==> config.mk <==
export PLATFORM = sky130hd
export DESIGN_NAME = adder_issue_ctrl_flat
export DESIGN_NICKNAME = d
export VERILOG_FILES = /design/src/rtl/adder_issue_ctrl_if.sv /design/src/rtl/adder_issue_ctrl.sv /design/src/flat_wrapper.sv
export SDC_FILE = /design/constraint.sdc
export NUM_CORES = 1
export LEC_CHECK = 0
export CORE_MARGIN = 3
export CORE_UTILIZATION = 35
export DETAILED_ROUTE_END_ITERATION = 7
export PLACE_DENSITY = 0.75
export SLEW_MARGIN = 20
export SYNTH_ARGS = -nofsm -noshare
export SYNTH_HDL_FRONTEND = slang
export SYNTH_SLANG_ARGS = --single-unit
==> constraint.sdc <==
create_clock -name clk -period 4.9 [get_ports clk]
set_input_delay 0.49 -clock clk [delete_from_list [all_inputs] [get_ports clk]]
set_output_delay 0.49 -clock clk [all_outputs]
set_load 0.02 [all_outputs]
==> src/rtl/adder_issue_ctrl_if.sv <==
// rtl/adder_issue_ctrl_if.sv - operand and result streams of the adder issue stage
//
// Purpose:
//   Bundles the two valid/ready streams of adder_issue_ctrl.
//   The operand stream carries word pairs from the tile router.
//   The result stream carries sum/carry words downstream.
//
// Signals:
//   in_valid   operand word valid (router -> ctrl)
//   in_ready   operand word accepted (ctrl -> router)
//   in_a       operand A word
//   in_b       operand B word
//   in_last    most significant word of the packet
//   out_valid  result word valid (ctrl -> downstream)
//   out_ready  downstream accepts result
//   out_sum    result word
//   out_carry  carry-out of this word
//   out_last   last word of the packet
//
// Modports:
//   slave   the issue controller's view
//   master  the surrounding environment's view (router + downstream)

interface adder_issue_ctrl_if #(
  parameter int width = 16
) ();

  logic             in_valid;
  logic             in_ready;
  logic [width-1:0] in_a;
  logic [width-1:0] in_b;
  logic             in_last;

  logic             out_valid;
  logic             out_ready;
  logic [width-1:0] out_sum;
  logic             out_carry;
  logic             out_last;

  modport slave (
    input  in_valid,
    output in_ready,
    input  in_a,
    input  in_b,
    input  in_last,
    output out_valid,
    input  out_ready,
    output out_sum,
    output out_carry,
    output out_last
  );

  modport master (
    output in_valid,
    input  in_ready,
    output in_a,
    output in_b,
    output in_last,
    input  out_valid,
    output out_ready,
    input  out_sum,
    input  out_carry,
    input  out_last
  );

endinterface

==> src/rtl/adder_issue_ctrl.sv <==
// rtl/adder_issue_ctrl.sv - operand issue and result collection around the tile adder
//
// Purpose:
//   Accepts operand words over valid/ready and registers them onto the adder inputs.
//   Waits for the adder's registered result and returns it over valid/ready.
//   Chains the carry across the words of a packet, so a width-bit adder performs
//   N*width-bit additions. Words are ordered least significant first, and in_last
//   marks the most significant word.
//
// Ports:
//   clk              rising-edge clock
//   reset            asynchronous active-high reset
//   enable           tile config enable; low = FU powered off
//   bus              operand/result streams (adder_issue_ctrl_if.slave)
//   fu_a, fu_b       registered operands to the adder
//   fu_carry_in      chained carry to the adder
//   fu_carry_listen  1 = adder adds fu_carry_in
//   fu_on_off        adder enable, combinational copy of enable
//   fu_c             adder sum
//   fu_carry_out     adder carry-out
//   fu_ack           adder result valid
//   busy             controller is not idle
//   err              sticky ack-timeout fault

module adder_issue_ctrl #(
  parameter int width       = 16,
  parameter int ACK_TIMEOUT = 4
) (
  input  logic              clk,
  input  logic              reset,
  input  logic              enable,
  adder_issue_ctrl_if.slave bus,
  output logic [width-1:0]  fu_a,
  output logic [width-1:0]  fu_b,
  output logic              fu_carry_in,
  output logic              fu_carry_listen,
  output logic              fu_on_off,
  input  logic [width-1:0]  fu_c,
  input  logic              fu_carry_out,
  input  logic              fu_ack,
  output logic              busy,
  output logic              err
);

  // The ack counter only has to count up to ACK_TIMEOUT-1.
  localparam int cnt_w = (ACK_TIMEOUT > 1) ? $clog2(ACK_TIMEOUT) : 1;
  localparam logic [cnt_w-1:0] cnt_max = cnt_w'(ACK_TIMEOUT - 1);

  typedef enum logic [1:0] {
    IDLE,
    EXEC,
    CAPT
  } state_t;

  state_t           state;
  state_t           state_next;

  logic [cnt_w-1:0] ack_cnt;
  logic             last_reg;
  logic             carry_reg;
  logic             chain_active;

  // Single-cycle strobes from the FSM to the datapath registers.
  logic             accept;
  logic             capture;
  logic             timeout;
  logic             abort;
  logic             cnt_clear;
  logic             cnt_inc;

  assign fu_on_off = enable;
  assign busy      = (state != IDLE);

  // Depends only on registered state and the downstream ready, never on in_valid.
  // Accepting while a result is pending is allowed only if that result leaves on
  // the same edge, so the output register is always free by the time of capture.
  assign bus.in_ready = enable && (state == IDLE) && (!bus.out_valid || bus.out_ready);

  always_ff @(posedge clk or posedge reset) begin
    if (reset) begin
      state <= IDLE;
    end else begin
      state <= state_next;
    end
  end

  always_comb begin
    state_next = state;
    accept     = 1'b0;
    capture    = 1'b0;
    timeout    = 1'b0;
    abort      = 1'b0;
    cnt_clear  = 1'b0;
    cnt_inc    = 1'b0;

    case (state)
      IDLE: begin
        if (bus.in_valid && bus.in_ready) begin
          accept     = 1'b1;
          state_next = EXEC;
        end
      end

      // The adder registers the sum at the end of this single cycle.
      EXEC: begin
        if (!enable) begin
          abort      = 1'b1;
          state_next = IDLE;
        end else begin
          cnt_clear  = 1'b1;
          state_next = CAPT;
        end
      end

      // Losing enable wins over a simultaneous ack: the FU is off, so its
      // result is not trusted.
      CAPT: begin
        if (!enable) begin
          abort      = 1'b1;
          state_next = IDLE;
        end else if (fu_ack) begin
          capture    = 1'b1;
          state_next = IDLE;
        end else if (ack_cnt == cnt_max) begin
          timeout    = 1'b1;
          state_next = IDLE;
        end else begin
          cnt_inc    = 1'b1;
        end
      end

      default: begin
        state_next = IDLE;
      end
    endcase
  end

  // Operand issue registers: hold their value except on accept.
  always_ff @(posedge clk or posedge reset) begin
    if (reset) begin
      fu_a            <= '0;
      fu_b            <= '0;
      fu_carry_in     <= 1'b0;
      fu_carry_listen <= 1'b0;
      last_reg        <= 1'b0;
    end else if (accept) begin
      fu_a            <= bus.in_a;
      fu_b            <= bus.in_b;
      last_reg        <= bus.in_last;
      // The first word of a packet must never see a stale carry.
      fu_carry_listen <= chain_active;
      fu_carry_in     <= carry_reg && chain_active;
    end
  end

  always_ff @(posedge clk or posedge reset) begin
    if (reset) begin
      ack_cnt <= '0;
    end else if (cnt_clear) begin
      ack_cnt <= '0;
    end else if (cnt_inc) begin
      ack_cnt <= ack_cnt + 1'b1;
    end
  end

  // Result register: loaded on capture, held until the downstream handshake.
  always_ff @(posedge clk or posedge reset) begin
    if (reset) begin
      bus.out_valid <= 1'b0;
      bus.out_sum   <= '0;
      bus.out_carry <= 1'b0;
      bus.out_last  <= 1'b0;
    end else if (capture) begin
      bus.out_valid <= 1'b1;
      bus.out_sum   <= fu_c;
      bus.out_carry <= fu_carry_out;
      bus.out_last  <= last_reg;
    end else if (bus.out_valid && bus.out_ready) begin
      bus.out_valid <= 1'b0;
    end
  end

  // Carry chain: a completed non-last word arms the chain for the next word.
  // Any dropped or aborted word, or the FU being off while idle, breaks it.
  always_ff @(posedge clk or posedge reset) begin
    if (reset) begin
      carry_reg    <= 1'b0;
      chain_active <= 1'b0;
    end else if (capture) begin
      carry_reg    <= fu_carry_out;
      chain_active <= !last_reg;
    end else if (timeout || abort || ((state == IDLE) && !enable)) begin
      carry_reg    <= 1'b0;
      chain_active <= 1'b0;
    end
  end

  always_ff @(posedge clk or posedge reset) begin
    if (reset) begin
      err <= 1'b0;
    end else if (timeout) begin
      err <= 1'b1;
    end
  end

endmodule

==> src/flat_wrapper.sv <==
// flat-port wrapper written by rule: the top's interface ports become plain ports
module adder_issue_ctrl_flat 
#(
  parameter int width       = 16,
  parameter int ACK_TIMEOUT = 4
)
  (clk, reset, enable, fu_a, fu_b, fu_carry_in, fu_carry_listen, fu_on_off, fu_c, fu_carry_out, fu_ack, busy, err, bus_in_valid, bus_in_ready, bus_in_a, bus_in_b, bus_in_last, bus_out_valid, bus_out_ready, bus_out_sum, bus_out_carry, bus_out_last);
  adder_issue_ctrl_if #(.width(width)) bus_i ();
  input  logic clk;
  input  logic reset;
  input  logic enable;
  output logic [width-1:0] fu_a;
  output logic [width-1:0] fu_b;
  output logic fu_carry_in;
  output logic fu_carry_listen;
  output logic fu_on_off;
  input  logic [width-1:0] fu_c;
  input  logic fu_carry_out;
  input  logic fu_ack;
  output logic busy;
  output logic err;
  input wire logic [$bits(bus_i.in_valid)-1:0] bus_in_valid;
  output wire logic [$bits(bus_i.in_ready)-1:0] bus_in_ready;
  input wire logic [$bits(bus_i.in_a)-1:0] bus_in_a;
  input wire logic [$bits(bus_i.in_b)-1:0] bus_in_b;
  input wire logic [$bits(bus_i.in_last)-1:0] bus_in_last;
  output wire logic [$bits(bus_i.out_valid)-1:0] bus_out_valid;
  input wire logic [$bits(bus_i.out_ready)-1:0] bus_out_ready;
  output wire logic [$bits(bus_i.out_sum)-1:0] bus_out_sum;
  output wire logic [$bits(bus_i.out_carry)-1:0] bus_out_carry;
  output wire logic [$bits(bus_i.out_last)-1:0] bus_out_last;
  assign bus_i.in_valid = bus_in_valid;
  assign bus_in_ready = bus_i.in_ready;
  assign bus_i.in_a = bus_in_a;
  assign bus_i.in_b = bus_in_b;
  assign bus_i.in_last = bus_in_last;
  assign bus_out_valid = bus_i.out_valid;
  assign bus_i.out_ready = bus_out_ready;
  assign bus_out_sum = bus_i.out_sum;
  assign bus_out_carry = bus_i.out_carry;
  assign bus_out_last = bus_i.out_last;
  adder_issue_ctrl #(.width(width), .ACK_TIMEOUT(ACK_TIMEOUT)) u_core (.clk(clk), .reset(reset), .enable(enable), .bus(bus_i), .fu_a(fu_a), .fu_b(fu_b), .fu_carry_in(fu_carry_in), .fu_carry_listen(fu_carry_listen), .fu_on_off(fu_on_off), .fu_c(fu_c), .fu_carry_out(fu_carry_out), .fu_ack(fu_ack), .busy(busy), .err(err));
endmodule
# After elaboration in Yosys (flattened, before gate mapping)
# Index checks and enable logic that the tools add are counted.
dict set report classes {
  addsub 1
  eq_ne 5
  mux 30
  reduce_logical 19
}
# operator n
set ops {}
lappend ops {{$mux W1} 22}
lappend ops {{$mux W2} 7}
lappend ops {{$reduce_bool A2 Y1} 4}
lappend ops {{$logic_and A1 B1 Y1} 6}
lappend ops {{$pmux W2 S3} 1}
lappend ops {{$eq A2 B2 Y1 const B} 2}
lappend ops {{$ne A4 B3 Y1 const B} 1}
lappend ops {{$logic_not A1 Y1} 3}
lappend ops {{$logic_or A1 B1 Y1} 3}
lappend ops {{$add A2 B1 Y2 const B} 1}
lappend ops {{$eq A2 B1 Y1 const B} 1}
lappend ops {{$logic_not A2 Y1} 1}
lappend ops {{$ne A2 B2 Y1 const B} 1}
lappend ops {{$reduce_and A2 Y1} 1}
lappend ops {{$reduce_or A2 Y1} 1}
dict set report word_totals {
  register_bits 61
  input_bits 56
  out_inout_bits 57
  word_cells 69
}

# Depth between registers and ports, before layout
dict set report depth {
  depth_word 9
  mapped_depth 6
  mapped_depth_nobuf 6
}

# Worst setup path before layout
# Ideal clock, no wire load.
dict set report synth_timing {
  kind {register -> register}
  start {register u_core.state[0]}
  end {register u_core.fu_a[0]}
  setup_ns 0.125
  arrival_time_ns 1.392
  required_time_ns 4.775
  setup_slack_ns 3.383
  stages_incl_launch_ff 6
  n_path_buf 1
  synth_period_minus_slack_ns 1.517
  path_cell_list {dfrtp_1 -> inv_1 -> ha_1 -> nand4_4 -> buf_6 -> mux2_4}
}
dict set report synth_via {
  elab_chain_cells 6
}
# item line_no
set synth_lines {}
lappend synth_lines {{start, declared} adder_issue_ctrl.sv:55} ;# state_t state;
lappend synth_lines {{start signal, assigned} adder_issue_ctrl.sv:83} ;# state <= state_next;
lappend synth_lines {{$logic_not A2 Y1 (*)} {adder_issue_ctrl.sv:77, adder_issue_ctrl.sv:96}}
lappend synth_lines {{$logic_and A1 B1 Y1 (2 in series)} adder_issue_ctrl.sv:77} ;# assign bus.in_ready = enable && (state == IDLE) && (!bus.out_valid || bus.out_ready);
lappend synth_lines {{$logic_and A1 B1 Y1} adder_issue_ctrl.sv:98} ;# if (bus.in_valid && bus.in_ready) begin
lappend synth_lines {{$mux W1} adder_issue_ctrl.sv:98}
lappend synth_lines {{$mux W1 (*)} adder_issue_ctrl.sv:96} ;# case (state)
lappend synth_lines {{end signal, assigned} adder_issue_ctrl.sv:147} ;# fu_a <= bus.in_a;
lappend synth_lines {{end, declared} adder_issue_ctrl.sv:33} ;# output logic [width-1:0] fu_a,
# Every way passes the cells marked *; elsewhere a longest branch is shown, timed or not.
# A chain may end at the register's enable or synchronous reset.

# Worst setup path after layout
dict set report layout_timing {
  start {input port enable}
  end {output port bus_in_ready}
}
dict set report layout_via {
  elab_chain_cells 2
}
# item line_no
set layout_lines {}
lappend layout_lines {{start, declared} flat_wrapper.sv:11} ;# input logic enable;
lappend layout_lines {{$logic_and A1 B1 Y1 (2 in series)} adder_issue_ctrl.sv:77}
lappend layout_lines {{end, declared} flat_wrapper.sv:23} ;# output wire logic [$bits(bus_i.in_ready)-1:0] bus_in_ready;
# No other way between the ends.

==> results.rst <==
.. list-table::
   :header-rows: 1

   * - Metric
     - Value
   * - Pin count of the biggest net entering global routing
     - 62
   * - Die area
     - roughly 8300 sq um
   * - Syn_area_per_cell
     - 16.3 sq um
   * - Fill cells
     - 572
   * - Arrival time reported for the critical path endpoint
     - 2000 ps
   * - All-Layer GR Usage
     - 13.9%
   * - Vertical die dimension
     - 91.2 microns
   * - Later-pin clock latency in the skew report
     - 330 ps
   * - Final Routed Wirelength
     - ~5400 microns
   * - Number of placement rows
     - 30
   * - Detailed Place HPWL
     - between 3000 and 4000 microns
   * - Post-detailed-route via-to-cell ratio
     - between 4 and 5
   * - Warnings from Yosys
     - 0
   * - Detailed-router iteration count before antenna repair
     - 4
   * - Count of input and output buffers
     - 112
   * - Net count after synthesis
     - 217
   * - Share of the yosys chip area belonging to registers
     - 60.1%
   * - Die boundary width
     - 91.2 microns
   * - Hold buffer count at CTS
     - 0
   * - Summed negative setup slack over all endpoints
     - 0 ps
   * - Number of failing setup endpoints in the final timing report
     - 0
   * - Leak
     - 0.00183 uW
   * - Count of H-tree levels built during CTS
     - 3
   * - Number of diodes added for antenna fixing
     - 0
   * - Power per cell area
     - 652 nW/um^2
   * - Initial Util
     - a little under two fifths
   * - Antenna violations before repair
     - 0
   * - Run status
     - finished, final reports clean
   * - Total core area
     - 6910 sq um
   * - Drc violations
     - 0
   * - Transition time of the tightest slew-check pin
     - 975 ps
   * - Number of distinct standard cells referenced by the synthesized netlist
     - 23
   * - Post-CTS resize count
     - 0
   * - Post-synthesis to final-layout area growth
     - 55.7%
   * - Sort of element at the start of the critical path
     - input pin
   * - Setup repair after global routing missed its margin
     - no
   * - Count of maximum capacitance violations
     - 0
   * - Final Core Density
     - a little under three fifths
   * - Clock-pin slew on the worst setup and hold paths
     - ~70 ps
   * - Cell at the root of the clock tree
     - sky130_fd_sc_hd__clkbuf_8
   * - Required time of the critical path
     - 4410 ps
   * - Post-CTS setup buffer count
     - 0
   * - Synthesized instance count
     - roughly 160
   * - Overall Power
     - approximately 2600 uW
   * - Global-route wire length before repair
     - 9100 microns
   * - Final hold violation count
     - 0
   * - Biggest fanout along the worst timing path
     - 9
   * - Overflow left after global routing
     - 0
   * - Vias in the first global route
     - 1775
   * - Detailed Route Iter0 Violations
     - 65
   * - Via total after detailed routing
     - 1654
   * - Number of antenna-violating nets in the routed design
     - 0
   * - CTS tree
     - yes
   * - Clock Sinks
     - 61
   * - Path type of the worst min-delay path
     - flop to flop
   * - I/O pin total
     - between 100 and 150
   * - Max frequency
     - 0.402 GHz
   * - Worst Setup End Kind
     - output pin
   * - Slew margin rel.
     - 34.8%
   * - Net total in the final layout
     - 334
   * - Largest voltage drop on the vdd net
     - 0.000267 V
   * - Max Transition Viols Final
     - 0
   * - Min Tclk post-route
     - 2490 ps
   * - Ratio of cells with drive above 1 in the final layout
     - 26.6%
   * - Flop and latch count out of synthesis
     - a little over 60
   * - Biggest regs
     - u_core.bus.out_sum x16, u_core.fu_a x16, u_core.fu_b x16
   * - Detailed-route wire length per cell
     - 14.5 microns
   * - Setup skew after layout
     - 6.19 ps
   * - Final GP Congestion
     - 0.758
   * - Total CTS buffers
     - 9
   * - Critical path start-end classification
     - input pin to output pin
   * - Mapped Area
     - roughly 2500 sq um
   * - Part of the cycle the worst path needs
     - 50.8%
   * - Maximum root-to-sink buffer count
     - 2
==> through the flow <==
| step | worst slack (ps) | instance area [sq um] | hold slack, ps | instances |
|---|---|---|---|---|
| after CTS | 2390 | 3960 | 463 | 374 |
| after global placement | 2270 | 3730 | 444 | 358 |
| after global routing | 2330 | 3960 | 496 | 374 |
| after floorplan | 2900 | 2540 | 433 | 156 |
| after detailed placement | 2290 | 3730 | 447 | 358 |
| final | 2410 | 3960 | 457 | 374 |
==> logic make-up (layout without fill, tap and decap cells) <==
group / count (synthesis) / after routing / share of synthesized area (%)
AOI/OAI and AO/OA: 7 / 7 / 1.97
adders and majority gates: 5 / 5 / 2.46
muxes: 55 / 55 / 28.5
DFF: 61 / 61 / 60.1
buffers and inverters: 12 / 134 / 3.05
and+or+nand+nor: 15 / 15 / 3.64
xor gates and xnor gates: 1 / 1 / 0.345
==> synthesized netlist by cell type (all sizes together) <==
library cell	number	area [sq um]
nand4	1	21.3
nand2	5	18.8
nor3	1	10.0
o2bb2ai	1	8.76
nor2	3	11.3
dfrtp	61	1530
ha	5	62.6
o31ai	1	7.51
o21ai	2	10.0
buf	7	58.8
inv	5	18.8
and2	1	6.26
mux2	54	713
xnor2	1	8.76
nand2b	1	8.76
nand3	2	10.0
a22o	1	8.76
mux2i	1	10.0
a21o	2	15.0
and3	1	6.26
==> routing by layer <==
layer,up-vias,track usage [%],wire [microns]
li1,775,-,-
met1,793,18.2,2520
met2,77,20.4,2400
met3,9,5.97,443
met4,0,4.90,62
met5,-,0,0
==> final cells by class <==
| class | count | area [sq um] | area share (%) |
|---|---|---|---|
| Tap cell | 96 | 120 | 3.04 |
| Sequential cell | 61 | 1530 | 38.6 |
| Clock inverter | 4 | 70.1 | 1.77 |
| Clock buffer | 12 | 155 | 3.92 |
| Timing Repair Buffer | 113 | 1130 | 28.5 |
| Inverter | 5 | 18.8 | 0.474 |
| Multi-Input combinational cell | 83 | 937 | 23.7 |
==> path summary, 6_finish.rpt <==
kind,start,cells after the start,endpoint,slack [ps]
max in group asynchronous,reset,3,u_core.fu_a[3]$_DFFE_PP0P_,3690
hold reg to reg,u_core.err$_DFFE_PP0P_,1,u_core.err$_DFFE_PP0P_,460
min in group asynchronous,reset,3,u_core.fu_b[5]$_DFFE_PP0P_,680
hold / removal,u_core.err$_DFFE_PP0P_,1,u_core.err$_DFFE_PP0P_,460
setup reg to reg,u_core.state[0]$_DFFE_PP0P_,4,u_core.fu_a[3]$_DFFE_PP0P_,2690
setup / recovery,enable,3,bus_in_ready,2410
==> power by group <==
group / leakage [uW] / switching, uW / internal (uW)
clock network: 0.000116 / 190 / 313
logic: 0.000959 / 522 / 698
registers: 0.000751 / 124 / 734
==> layout by cell type (no fill, tap or decap) <==
cell	count
sky130_fd_sc_hd__and2_1	1
sky130_fd_sc_hd__nand3_1	2
sky130_fd_sc_hd__mux2i_1	1
sky130_fd_sc_hd__a21o_1	2
sky130_fd_sc_hd__inv_1	4
sky130_fd_sc_hd__a22o_1	1
sky130_fd_sc_hd__dfrtp_1	61
sky130_fd_sc_hd__mux2_4	28
sky130_fd_sc_hd__ha_1	5
sky130_fd_sc_hd__clkbuf_8	11
sky130_fd_sc_hd__nor3_2	1
sky130_fd_sc_hd__o2bb2ai_1	1
sky130_fd_sc_hd__bufinv_16	2
sky130_fd_sc_hd__nand4_4	1
sky130_fd_sc_hd__nand2_1	5
sky130_fd_sc_hd__and3_1	1
sky130_fd_sc_hd__o21ai_0	2
sky130_fd_sc_hd__nor2_1	3
sky130_fd_sc_hd__inv_2	1
sky130_fd_sc_hd__o31ai_1	1
sky130_fd_sc_hd__mux2_2	26
sky130_fd_sc_hd__clkinv_2	2
sky130_fd_sc_hd__xnor2_1	1
sky130_fd_sc_hd__clkdlybuf4s50_1	112
sky130_fd_sc_hd__buf_4	1
sky130_fd_sc_hd__clkbuf_1	1
sky130_fd_sc_hd__nand2b_2	1
==> worst max-delay path, cell delays in order <==
cell,delay [ps]
sky130_fd_sc_hd__clkdlybuf4s50_1,660
sky130_fd_sc_hd__and3_1,230
sky130_fd_sc_hd__clkdlybuf4s50_1,620
No activity file was read; power rests on OpenSTA's default activity.
